===== src/rtl/button_event_decoder_pkg.sv =====
// Shared types for the button event decoder: FSM state encoding,
// event indices used by the menu FSM, and a small sizing helper.
package button_event_decoder_pkg;

    typedef enum logic [2:0] {
        ST_IDLE   = 3'd0,
        ST_PRESS1 = 3'd1,
        ST_WAIT2  = 3'd2,
        ST_PRESS2 = 3'd3,
        ST_LONG   = 3'd4
    } state_e;

    localparam int unsigned EV_SHORT  = 0;
    localparam int unsigned EV_DOUBLE = 1;
    localparam int unsigned EV_LONG   = 2;
    localparam int unsigned EV_REPEAT = 3;
    localparam int unsigned EV_COUNT  = 4;

    function automatic int unsigned max3(
        input int unsigned a,
        input int unsigned b,
        input int unsigned c
    );
        int unsigned m;
        m = (a > b) ? a : b;
        return (m > c) ? m : c;
    endfunction

endpackage


===== src/rtl/button_event_decoder_if.sv =====
// Button decoder bundle: debounced level and enable in, event pulses
// and status levels out. master = consumer side, slave = decoder.
interface button_event_decoder_if;
    logic btn_level;
    logic enable;
    logic short_press;
    logic double_press;
    logic long_press;
    logic repeat_pulse;
    logic held;
    logic busy;

    modport master (
        output btn_level, enable,
        input  short_press, double_press, long_press,
        input  repeat_pulse, held, busy
    );

    modport slave (
        input  btn_level, enable,
        output short_press, double_press, long_press,
        output repeat_pulse, held, busy
    );
endinterface


===== src/rtl/button_event_timer.sv =====
// Loadable up-counter with a terminal-compare flag.
// Ports: clk, rst (async high), load_i/load_val_i, inc_i, term_i, hit_o.
module button_event_timer #(
    parameter int unsigned W = 4
) (
    input  logic         clk,
    input  logic         rst,
    input  logic         load_i,
    input  logic [W-1:0] load_val_i,
    input  logic         inc_i,
    input  logic [W-1:0] term_i,
    output logic         hit_o
);

    logic [W-1:0] cnt_q;

    always_ff @(posedge clk or posedge rst) begin
        if (rst) begin
            cnt_q <= '0;
        end else if (load_i) begin
            cnt_q <= load_val_i;
        end else if (inc_i) begin
            cnt_q <= cnt_q + 1'b1;
        end
    end

    assign hit_o = (cnt_q == term_i);

endmodule


===== src/rtl/button_event_decoder.sv =====
// Classifies debounced presses into short/double/long events plus
// auto-repeat ticks. Ports: clk, reset (async high), bus (slave).
module button_event_decoder
    import button_event_decoder_pkg::*;
#(
    parameter int unsigned LONG_TIME   = 2000,
    parameter int unsigned DOUBLE_GAP  = 300,
    parameter int unsigned REPEAT_TIME = 200
) (
    input  logic clk,
    input  logic reset,
    button_event_decoder_if.slave bus
);

    localparam int unsigned W =
        $clog2(max3(LONG_TIME, DOUBLE_GAP, REPEAT_TIME) + 1);

    localparam logic [W-1:0] T_LONG = W'(LONG_TIME - 1);
    localparam logic [W-1:0] T_GAP  = W'(DOUBLE_GAP - 1);
    localparam logic [W-1:0] T_REP  = W'(REPEAT_TIME - 1);
    localparam logic [W-1:0] ONE    = W'(1);

    state_e state_q, state_d;
    logic [EV_COUNT-1:0] ev_q, ev_d;
    logic held_q, busy_q;

    logic         load;
    logic [W-1:0] load_val;
    logic         inc;
    logic [W-1:0] term;
    logic         hit;

    button_event_timer #(.W(W)) u_timer (
        .clk        (clk),
        .rst        (reset),
        .load_i     (load),
        .load_val_i (load_val),
        .inc_i      (inc),
        .term_i     (term),
        .hit_o      (hit)
    );

    // Terminal count depends on which phase the counter is timing.
    always_comb begin
        term = T_LONG;
        case (state_q)
            ST_WAIT2: term = T_GAP;
            ST_LONG:  term = T_REP;
            default:  term = T_LONG;
        endcase
    end

    always_comb begin
        state_d  = state_q;
        ev_d     = '0;
        load     = 1'b0;
        load_val = '0;
        inc      = 1'b0;

        if (!bus.enable) begin
            state_d = ST_IDLE;
            load    = 1'b1;
        end else begin
            case (state_q)
                ST_IDLE: begin
                    if (bus.btn_level) begin
                        state_d  = ST_PRESS1;
                        load     = 1'b1;
                        load_val = ONE;
                    end
                end
                ST_PRESS1: begin
                    if (!bus.btn_level) begin
                        state_d  = ST_WAIT2;
                        load     = 1'b1;
                        load_val = ONE;
                    end else if (hit) begin
                        state_d        = ST_LONG;
                        load           = 1'b1;
                        ev_d[EV_LONG]  = 1'b1;
                    end else begin
                        inc = 1'b1;
                    end
                end
                ST_WAIT2: begin
                    // A new press wins over the gap timeout.
                    if (bus.btn_level) begin
                        state_d = ST_PRESS2;
                        load    = 1'b1;
                    end else if (hit) begin
                        state_d        = ST_IDLE;
                        load           = 1'b1;
                        ev_d[EV_SHORT] = 1'b1;
                    end else begin
                        inc = 1'b1;
                    end
                end
                ST_PRESS2: begin
                    // No timeout here; the counter simply holds.
                    if (!bus.btn_level) begin
                        state_d         = ST_IDLE;
                        load            = 1'b1;
                        ev_d[EV_DOUBLE] = 1'b1;
                    end
                end
                ST_LONG: begin
                    if (!bus.btn_level) begin
                        state_d = ST_IDLE;
                        load    = 1'b1;
                    end else if (hit) begin
                        load            = 1'b1;
                        ev_d[EV_REPEAT] = 1'b1;
                    end else begin
                        inc = 1'b1;
                    end
                end
                default: begin
                    state_d = ST_IDLE;
                    load    = 1'b1;
                end
            endcase
        end
    end

    // Status levels are registered from the next state so they track
    // the registered state exactly.
    always_ff @(posedge clk or posedge reset) begin
        if (reset) begin
            state_q <= ST_IDLE;
            ev_q    <= '0;
            held_q  <= 1'b0;
            busy_q  <= 1'b0;
        end else begin
            state_q <= state_d;
            ev_q    <= ev_d;
            held_q  <= (state_d == ST_LONG);
            busy_q  <= (state_d != ST_IDLE);
        end
    end

    assign bus.short_press  = ev_q[EV_SHORT];
    assign bus.double_press = ev_q[EV_DOUBLE];
    assign bus.long_press   = ev_q[EV_LONG];
    assign bus.repeat_pulse = ev_q[EV_REPEAT];
    assign bus.held         = held_q;
    assign bus.busy         = busy_q;

endmodule


===== src/flat_wrapper.sv =====
// flat-port wrapper written by rule: the top's interface ports become plain ports
module button_event_decoder_flat import button_event_decoder_pkg::*;
#(
    parameter int unsigned LONG_TIME   = 2000,
    parameter int unsigned DOUBLE_GAP  = 300,
    parameter int unsigned REPEAT_TIME = 200
)
  (clk, reset, bus_btn_level, bus_enable, bus_short_press, bus_double_press, bus_long_press, bus_repeat_pulse, bus_held, bus_busy);
  button_event_decoder_if bus_i ();
  input  logic clk;
  input  logic reset;
  input wire logic [$bits(bus_i.btn_level)-1:0] bus_btn_level;
  input wire logic [$bits(bus_i.enable)-1:0] bus_enable;
  output wire logic [$bits(bus_i.short_press)-1:0] bus_short_press;
  output wire logic [$bits(bus_i.double_press)-1:0] bus_double_press;
  output wire logic [$bits(bus_i.long_press)-1:0] bus_long_press;
  output wire logic [$bits(bus_i.repeat_pulse)-1:0] bus_repeat_pulse;
  output wire logic [$bits(bus_i.held)-1:0] bus_held;
  output wire logic [$bits(bus_i.busy)-1:0] bus_busy;
  assign bus_i.btn_level = bus_btn_level;
  assign bus_i.enable = bus_enable;
  assign bus_short_press = bus_i.short_press;
  assign bus_double_press = bus_i.double_press;
  assign bus_long_press = bus_i.long_press;
  assign bus_repeat_pulse = bus_i.repeat_pulse;
  assign bus_held = bus_i.held;
  assign bus_busy = bus_i.busy;
  button_event_decoder #(.LONG_TIME(LONG_TIME), .DOUBLE_GAP(DOUBLE_GAP), .REPEAT_TIME(REPEAT_TIME)) u_core (.clk(clk), .reset(reset), .bus(bus_i));
endmodule

===== config.mk =====
export PLATFORM = sky130hd
export DESIGN_NAME = button_event_decoder_flat
export DESIGN_NICKNAME = d
export VERILOG_FILES = /design/src/rtl/button_event_decoder_pkg.sv /design/src/rtl/button_event_decoder_if.sv /design/src/rtl/button_event_timer.sv /design/src/rtl/button_event_decoder.sv /design/src/flat_wrapper.sv
export SDC_FILE = /design/constraint.sdc
export NUM_CORES = 1
export LEC_CHECK = 0
export CAP_MARGIN = 25
export CORE_ASPECT_RATIO = 1.5
export CORE_MARGIN = 8
export CORE_UTILIZATION = 28
export DETAILED_ROUTE_END_ITERATION = 10
export SLEW_MARGIN = 10
export SYNTH_ARGS = -nofsm -noshare
export SYNTH_HDL_FRONTEND = slang
export SYNTH_SLANG_ARGS = --single-unit

===== constraint.sdc =====
create_clock -name clk -period 2.8 [get_ports clk]
set_clock_uncertainty 0.2 [all_clocks]
set_input_delay 0.42 -clock clk [delete_from_list [all_inputs] [get_ports clk]]
set_output_delay 0.42 -clock clk [all_outputs]
set_load 0.1 [all_outputs]

==> flow_metrics.env, run 1 <==
export IMPL_cts_sinks=20
export IMPL_overflow=0
export IMPL_worst_pin_slew_ns=0.768
export IMPL_dr_pass1_iters=4
export IMPL_setup_viol=0
export IMPL_grt_pass1_wl_um=4650
export IMPL_ant_nets=0
export IMPL_clock_path_buffers=2
export IMPL_path_cells="nand2b_2 > nor2_1 > mux2i_2 > o21ai_2 > or4_4 > a21oi_2"
export IMPL_seq_area_um2=500
export IMPL_vias=996
export IMPL_die_area_um2=6530
export IMPL_core_area_um2=4100
export IMPL_path_max_fanout=13
export IMPL_grt_use_total_pct=9.03
export IMPL_synthTopCellsByCount="dfrtp_1, nor2_1, nand2_1, nor3_1"
export IMPL_start_util_pct=28.4
export IMPL_holdCritPathClass="reg -> reg"
export IMPL_min_period_over_period_pct=89.7
export IMPL_worstSetupPathType="reg -> reg"
export IMPL_synth_seq_cells=20
export IMPL_fill_cells=422
export IMPL_drtIter0Drc=15
export IMPL_cp_end_kind="flip-flop"
export IMPL_required_ns=2.79
export IMPL_path_clk_slew_ns=0.07
export IMPL_drc=0
export IMPL_worstPathArrival_ns=2.50
export IMPL_cap_violations=0
export IMPL_fin_util_pct=32.8
export IMPL_die_h_um=95.0
export IMPL_syn_to_final_growth_pct=15.2
export IMPL_cts_root_buf="clkbuf_8"
export IMPL_cp_slowest_cell="dfrtp_1"
export IMPL_yosysTopAreaCell="dfrtp_1"
export IMPL_rr_endpoint="u_core.u_timer.cnt_q[9]"
export IMPL_status="complete, no violations"
export IMPL_drive_above_1_share_pct=15.2
export IMPL_boundaryPins=10
export IMPL_wirelength_um=2670
export IMPL_die_w_um=68.7
export IMPL_whs_ns=0.374
export IMPL_cts_tree="yes"
export IMPL_gp_congestion=0.815
export IMPL_critPathBufInv=0
export IMPL_ys_flop_type="dfrtp_1"
export IMPL_r2r_slack_ns=0.29
export IMPL_clock_latency_ns=0.25
export IMPL_slew_viol_final=0
export IMPL_post_cts_buffers=0
export IMPL_diodes=0
export IMPL_yosysWarnings=0
export IMPL_hold_viol=0
export IMPL_path_delay_family="simple AND/OR/NAND/NOR gates"
export IMPL_finalSetupTns_ns=0
export IMPL_period_minus_slack_ns=2.51
export IMPL_wl_per_cell_um=14.5
export IMPL_dpl_cell_count=181
export IMPL_setup_ws_ns=0.288
export IMPL_final_cell_count_no_fill=184
export IMPL_ys_types=42
export IMPL_cp_num_cells=6
export IMPL_synth_async_reset_ratio_pct=100
export IMPL_synth_top_area_share_pct=42.9
export IMPL_syn_num_nets=131
export IMPL_rsz0062_at_grt="false"
export IMPL_num_rows=29
export IMPL_postCtsHoldBufs=0
export IMPL_crit_path_end="u_core.u_timer.cnt_q[9]"
export IMPL_grt_pass1_vias=1035
export IMPL_io_buffers=9
export IMPL_slowest_delay_ns=0.63
export IMPL_yosys_top_cells_area="dfrtp_1, nor2_1, nand2_1, xor2_1, o211ai_1"
export IMPL_dp_slack_ns=0.195
export IMPL_synth_edf_count=0
export IMPL_multi_input_area_um2=632
export IMPL_cp_startpoint="u_core.state_q[1]"
export IMPL_rr_startpoint="u_core.state_q[1]"
export IMPL_syn_avg_cell_area_um2=9.25
export IMPL_rr_worst_depth=6
export IMPL_fmax_mhz=398
export IMPL_worstSetupStartpointType="flip-flop"
export IMPL_cts_resized=0
export IMPL_yosysSeqAreaShare_pct=42.9
export IMPL_synthCells=126
export IMPL_place_hpwl_um=2020
export IMPL_cts_buffers=3
export IMPL_antenna_found_initial=0
export IMPL_grt_max_degree=21
export IMPL_synth_cell_area_um2=1170
export IMPL_power_leakage_uw=0.000558
export IMPL_cts_max_level=1
export IMPL_max_slew_margin_pct=48.8
export IMPL_via_per_inst=5.41
export IMPL_ir_drop_v=0.000284
export IMPL_powerDensity_nw_per_um2=406
export IMPL_fin_nets=145
==> power breakdown <==
part	internal (uW)	switching [uW]
logic	20.5	39.2
registers	293	6.29
clock network	95.7	90.4
total	410	136
==> logic make-up after synthesis <==
group | count (synthesis) | synth area share (%)
multiplexers | 2 | 2.04
flip-flops | 20 | 42.9
buffers and inverters | 7 | 2.90
XOR/XNOR | 8 | 6.01
adder cells (fa/ha/maj) | 1 | 1.07
AND/OR/NAND/NOR | 61 | 26.2
AO/OA/AOI/OAI | 27 | 18.9
==> worst min-delay path: cells and delay by family, from the launching register on <==
kind	cells	cell delay, ns
mux	1	0.08
simple gates	1	0.08
flops	1	0.37
==> area by class of cell <==
| type | count | share of cell area (%) |
|---|---|---|
| timing repair buffer | 12 | 7.26 |
| clock buffer | 3 | 3.07 |
| multi-input combinational | 99 | 47.0 |
| sequential | 20 | 37.2 |
| inverter | 4 | 1.12 |
| tap | 46 | 4.28 |
==> worst min-delay path by stage <==
| stage | slack (ns) | cells past startpoint | end | from |
|---|---|---|---|---|
| after global placement | 0.37 | 2 | u_core.u_timer.cnt_q[1] | u_core.u_timer.cnt_q[1] |
| final | 0.37 | 2 | u_core.u_timer.cnt_q[1] | u_core.u_timer.cnt_q[1] |
| after floorplan | 0.18 | 1 | u_core.bus.busy | reset |
| after CTS | 0.38 | 2 | u_core.u_timer.cnt_q[1] | u_core.u_timer.cnt_q[1] |
| after detailed placement | 0.37 | 2 | u_core.u_timer.cnt_q[1] | u_core.u_timer.cnt_q[1] |
| after global routing | 0.42 | 1 | u_core.u_timer.cnt_q[0] | u_core.u_timer.cnt_q[0] |
==> through the flow <==
stage                     total power (uW)  instance area, um^2
after global routing                   563                 1340
after CTS                              550                 1340
after detailed placement               366                 1300
final                                  545                 1340
after global placement                 364                 1300
after floorplan                        347                 1170
==> flip-flops by register name (all words and copies together) (netlist names) <==
| name | cells |
|---|---|
| u_core.bus.held | 1 |
| u_core.bus.busy | 1 |
| u_core.u_timer.cnt_q | 11 |
| u_core.state_q | 3 |
| u_core.ev_q | 4 |
==> layer usage <==
metal / up-vias / track usage, % / wire length [um]
met2: 19 / 17.1 / 1520
met3: 8 / 1.65 / 67
met5: - / 0 / 0
met1: 484 / 9.26 / 1030
met4: 0 / 3.36 / 51
li1: 485 / - / -
==> cells in the final DEF (no fill, tap or decap), types with 2 or more instances in the layout <==
cell type	instances
nor2_1	20
dfrtp_1	20
nand2_1	13
buf_4	9
nor3_1	6
xor2_1	5
or3_1	5
o211ai_1	5
inv_1	4
o31ai_1	4
xnor2_1	3
nand3_1	3
a21oi_1	3
clkbuf_8	3
clkdlybuf4s50_1	3
nor4_1	2
a21oi_2	2
o21ai_0	2
o21ai_2	2
nand4_1	2
Power figures use the tool's default switching activity.
==> run 2, diff against run 1 <==
--- a/config.mk
+++ b/config.mk
@@ -5,10 +5,10 @@
 export SDC_FILE = /design/constraint.sdc
 export NUM_CORES = 1
 export LEC_CHECK = 0
+export ABC_CLOCK_PERIOD_IN_PS = 2800
 export CAP_MARGIN = 25
 export CORE_ASPECT_RATIO = 1.5
-export CORE_MARGIN = 8
-export CORE_UTILIZATION = 28
+export CORE_UTILIZATION = 45
 export DETAILED_ROUTE_END_ITERATION = 10
 export SLEW_MARGIN = 10
 export SYNTH_ARGS = -nofsm -noshare
==> flow_metrics.env, run 2 (same netlist as run 1, synthesis figures left out) <==
export IMPL_ant_nets=0
export IMPL_status="complete, no violations"
export IMPL_boundaryPins=10
export IMPL_drive_above_1_share_pct=17.0
export IMPL_worst_pin_slew_ns=0.772
export IMPL_required_ns=2.81
export IMPL_min_period_over_period_pct=85.4
export IMPL_grt_pass1_wl_um=4400
export IMPL_fin_total_pwr_uw=609
export IMPL_internal_power_uw=461
export IMPL_cts_root_buf="clkbuf_4"
export IMPL_routed_top_layer="met4"
export IMPL_holdCritPathClass="in -> async"
export IMPL_grt_pass1_vias=973
export IMPL_cts_buffers=3
export IMPL_grt_max_degree=21
export IMPL_post_cts_buffers=0
export IMPL_clock_latency_ns=0.32
export IMPL_p_sw_share_pct=24.3
export IMPL_fill_cells=228
export IMPL_top_register="u_core.u_timer.cnt_q"
export IMPL_wl_per_cell_um=15.0
export IMPL_slew_viol_final=0
export IMPL_rr_startpoint="u_core.u_timer.cnt_q[10]"
export IMPL_overflow=0
export IMPL_clock_path_buffers=2
export IMPL_worstSetupStartpointType="flip-flop"
export IMPL_die_h_um=64.3
export IMPL_dr_pass1_iters=4
export IMPL_worstSetupPathType="reg -> reg"
export IMPL_gp_congestion=0.870
export IMPL_worstPathArrival_ns=2.41
export IMPL_die_area_um2=2800
export IMPL_cp_end_kind="flip-flop"
export IMPL_r2r_slack_ns=0.41
export IMPL_num_rows=22
export IMPL_dp_slack_ns=0.227
export IMPL_largestRegisters="u_core.u_timer.cnt_q: 11 flops, u_core.ev_q: 4 flops, u_core.state_q: 3 flops"
export IMPL_postCtsHoldBufs=0
export IMPL_antenna_found_initial=0
export IMPL_final_cell_count_no_fill=165
export IMPL_path_clk_slew_ns=0.13
export IMPL_drc=0
export IMPL_max_slew_margin_pct=48.5
export IMPL_clockPowerShare_pct=40.5
export IMPL_power_leakage_uw=0.000575
export IMPL_cp_slowest_cell="dfrtp_1"
export IMPL_diodes=0
export IMPL_via_per_inst=6.06
export IMPL_start_util_pct=47.6
export IMPL_power_share_combinational_pct=10.6
export IMPL_dpl_cell_count=161
export IMPL_vias=1000
export IMPL_finalSetupTns_ns=0
export IMPL_mostFrequentLayoutCells="nor2_1, dfrtp_1, nand2_1, buf_4, nor3_1"
export IMPL_cts_resized=0
export IMPL_cts_tree="yes"
export IMPL_fin_nets=147
export IMPL_cap_violations=0
export IMPL_path_delay_family="simple AND/OR/NAND/NOR gates"
export IMPL_critPathBufInv=1
export IMPL_cts_sinks=20
export IMPL_ir_drop_v=0.000252
export IMPL_cts_max_level=1
export IMPL_period_minus_slack_ns=2.39
export IMPL_core_area_um2=2450
export IMPL_place_hpwl_um=1860
export IMPL_met1_length_um=1030
export IMPL_p_seq_share_pct=48.9
export IMPL_rsz0062_at_grt="false"
export IMPL_largest_reg_flops=11
export IMPL_path_max_fanout=8
export IMPL_grt_use_total_pct=20.8
export IMPL_hold_viol=0
export IMPL_die_w_um=43.6
export IMPL_drtIter0Drc=23
export IMPL_setup_viol=0
export IMPL_io_buffers=9
export IMPL_powerDensity_nw_per_um2=453
export IMPL_rr_endpoint="u_core.u_timer.cnt_q[8]"
export IMPL_whs_ns=0.320
export IMPL_met2_length_um=1310
export IMPL_rr_worst_depth=7
export IMPL_slowest_delay_ns=0.45
export IMPL_syn_to_final_growth_pct=15.1
export IMPL_wl_met3_um=36
export IMPL_p_sw_uw=148
export IMPL_path_cells="nor2b_1 > nor4b_1 > mux2i_2 > or2_1 > o21ai_2 > buf_4 > nor2_1"
export IMPL_wirelength_um=2480
export IMPL_setup_ws_ns=0.408
export IMPL_fmax_mhz=418
[run 2: cell count changes in the layout (fill, tap and decap cells not counted), sizes merged]
| cell | previous run | this run |
|---|---|---|
| bufinv | 0 | 1 |
| buf | 9 | 11 |
[run 2: layer usage]
layer | up-vias | GRT usage [%]
met5 | - | 0
li1 | 487 | -
met1 | 487 | 24.3
met4 | 0 | 11.3
met2 | 15 | 35.6
met3 | 11 | 2.26
[run 2: how the worst max path moves through the flow]
stage	startpoint	end	slack [ns]	cells past startpoint
floorplan	u_core.state_q[0]	u_core.u_timer.cnt_q[9]	0.60	6
global placement	bus_btn_level	u_core.u_timer.cnt_q[9]	0.26	6
detailed placement	bus_btn_level	u_core.u_timer.cnt_q[9]	0.23	6
CTS	u_core.u_timer.cnt_q[10]	u_core.u_timer.cnt_q[8]	0.41	7
global route	u_core.u_timer.cnt_q[10]	u_core.u_timer.cnt_q[10]	0.24	7
finish	u_core.u_timer.cnt_q[10]	u_core.u_timer.cnt_q[8]	0.41	7
[run 2: final cells by class]
cell class	count	area [um^2]	area share, %
inverter	4	15.0	1.12
clock inverter	1	30.0	2.24
sequential	20	500	37.3
timing repair buffer	14	113	8.39
multi-input combinational	99	632	47.1
tap	24	30.0	2.24
clock buffer	3	22.5	1.68
[run 2: power by group through the flow]
stage          Clock [uW]  Sequential (uW)  Combinational [uW]
2_1_floorplan           0              311                36.1
3_3_place_gp            0              303                63.9
3_5_place_dp            0              303                65.1
4_1_cts               247              298                65.6
5_1_grt               255              298                72.5
6_report              246              298                64.7
[run 2: metrics by stage]
step,utilization [%],instance area [um^2]
after floorplan,-,1170
after global placement,52.7,1290
after detailed placement,52.7,1290
after CTS,54.8,1340
after global routing,54.8,1340
final,54.8,1340
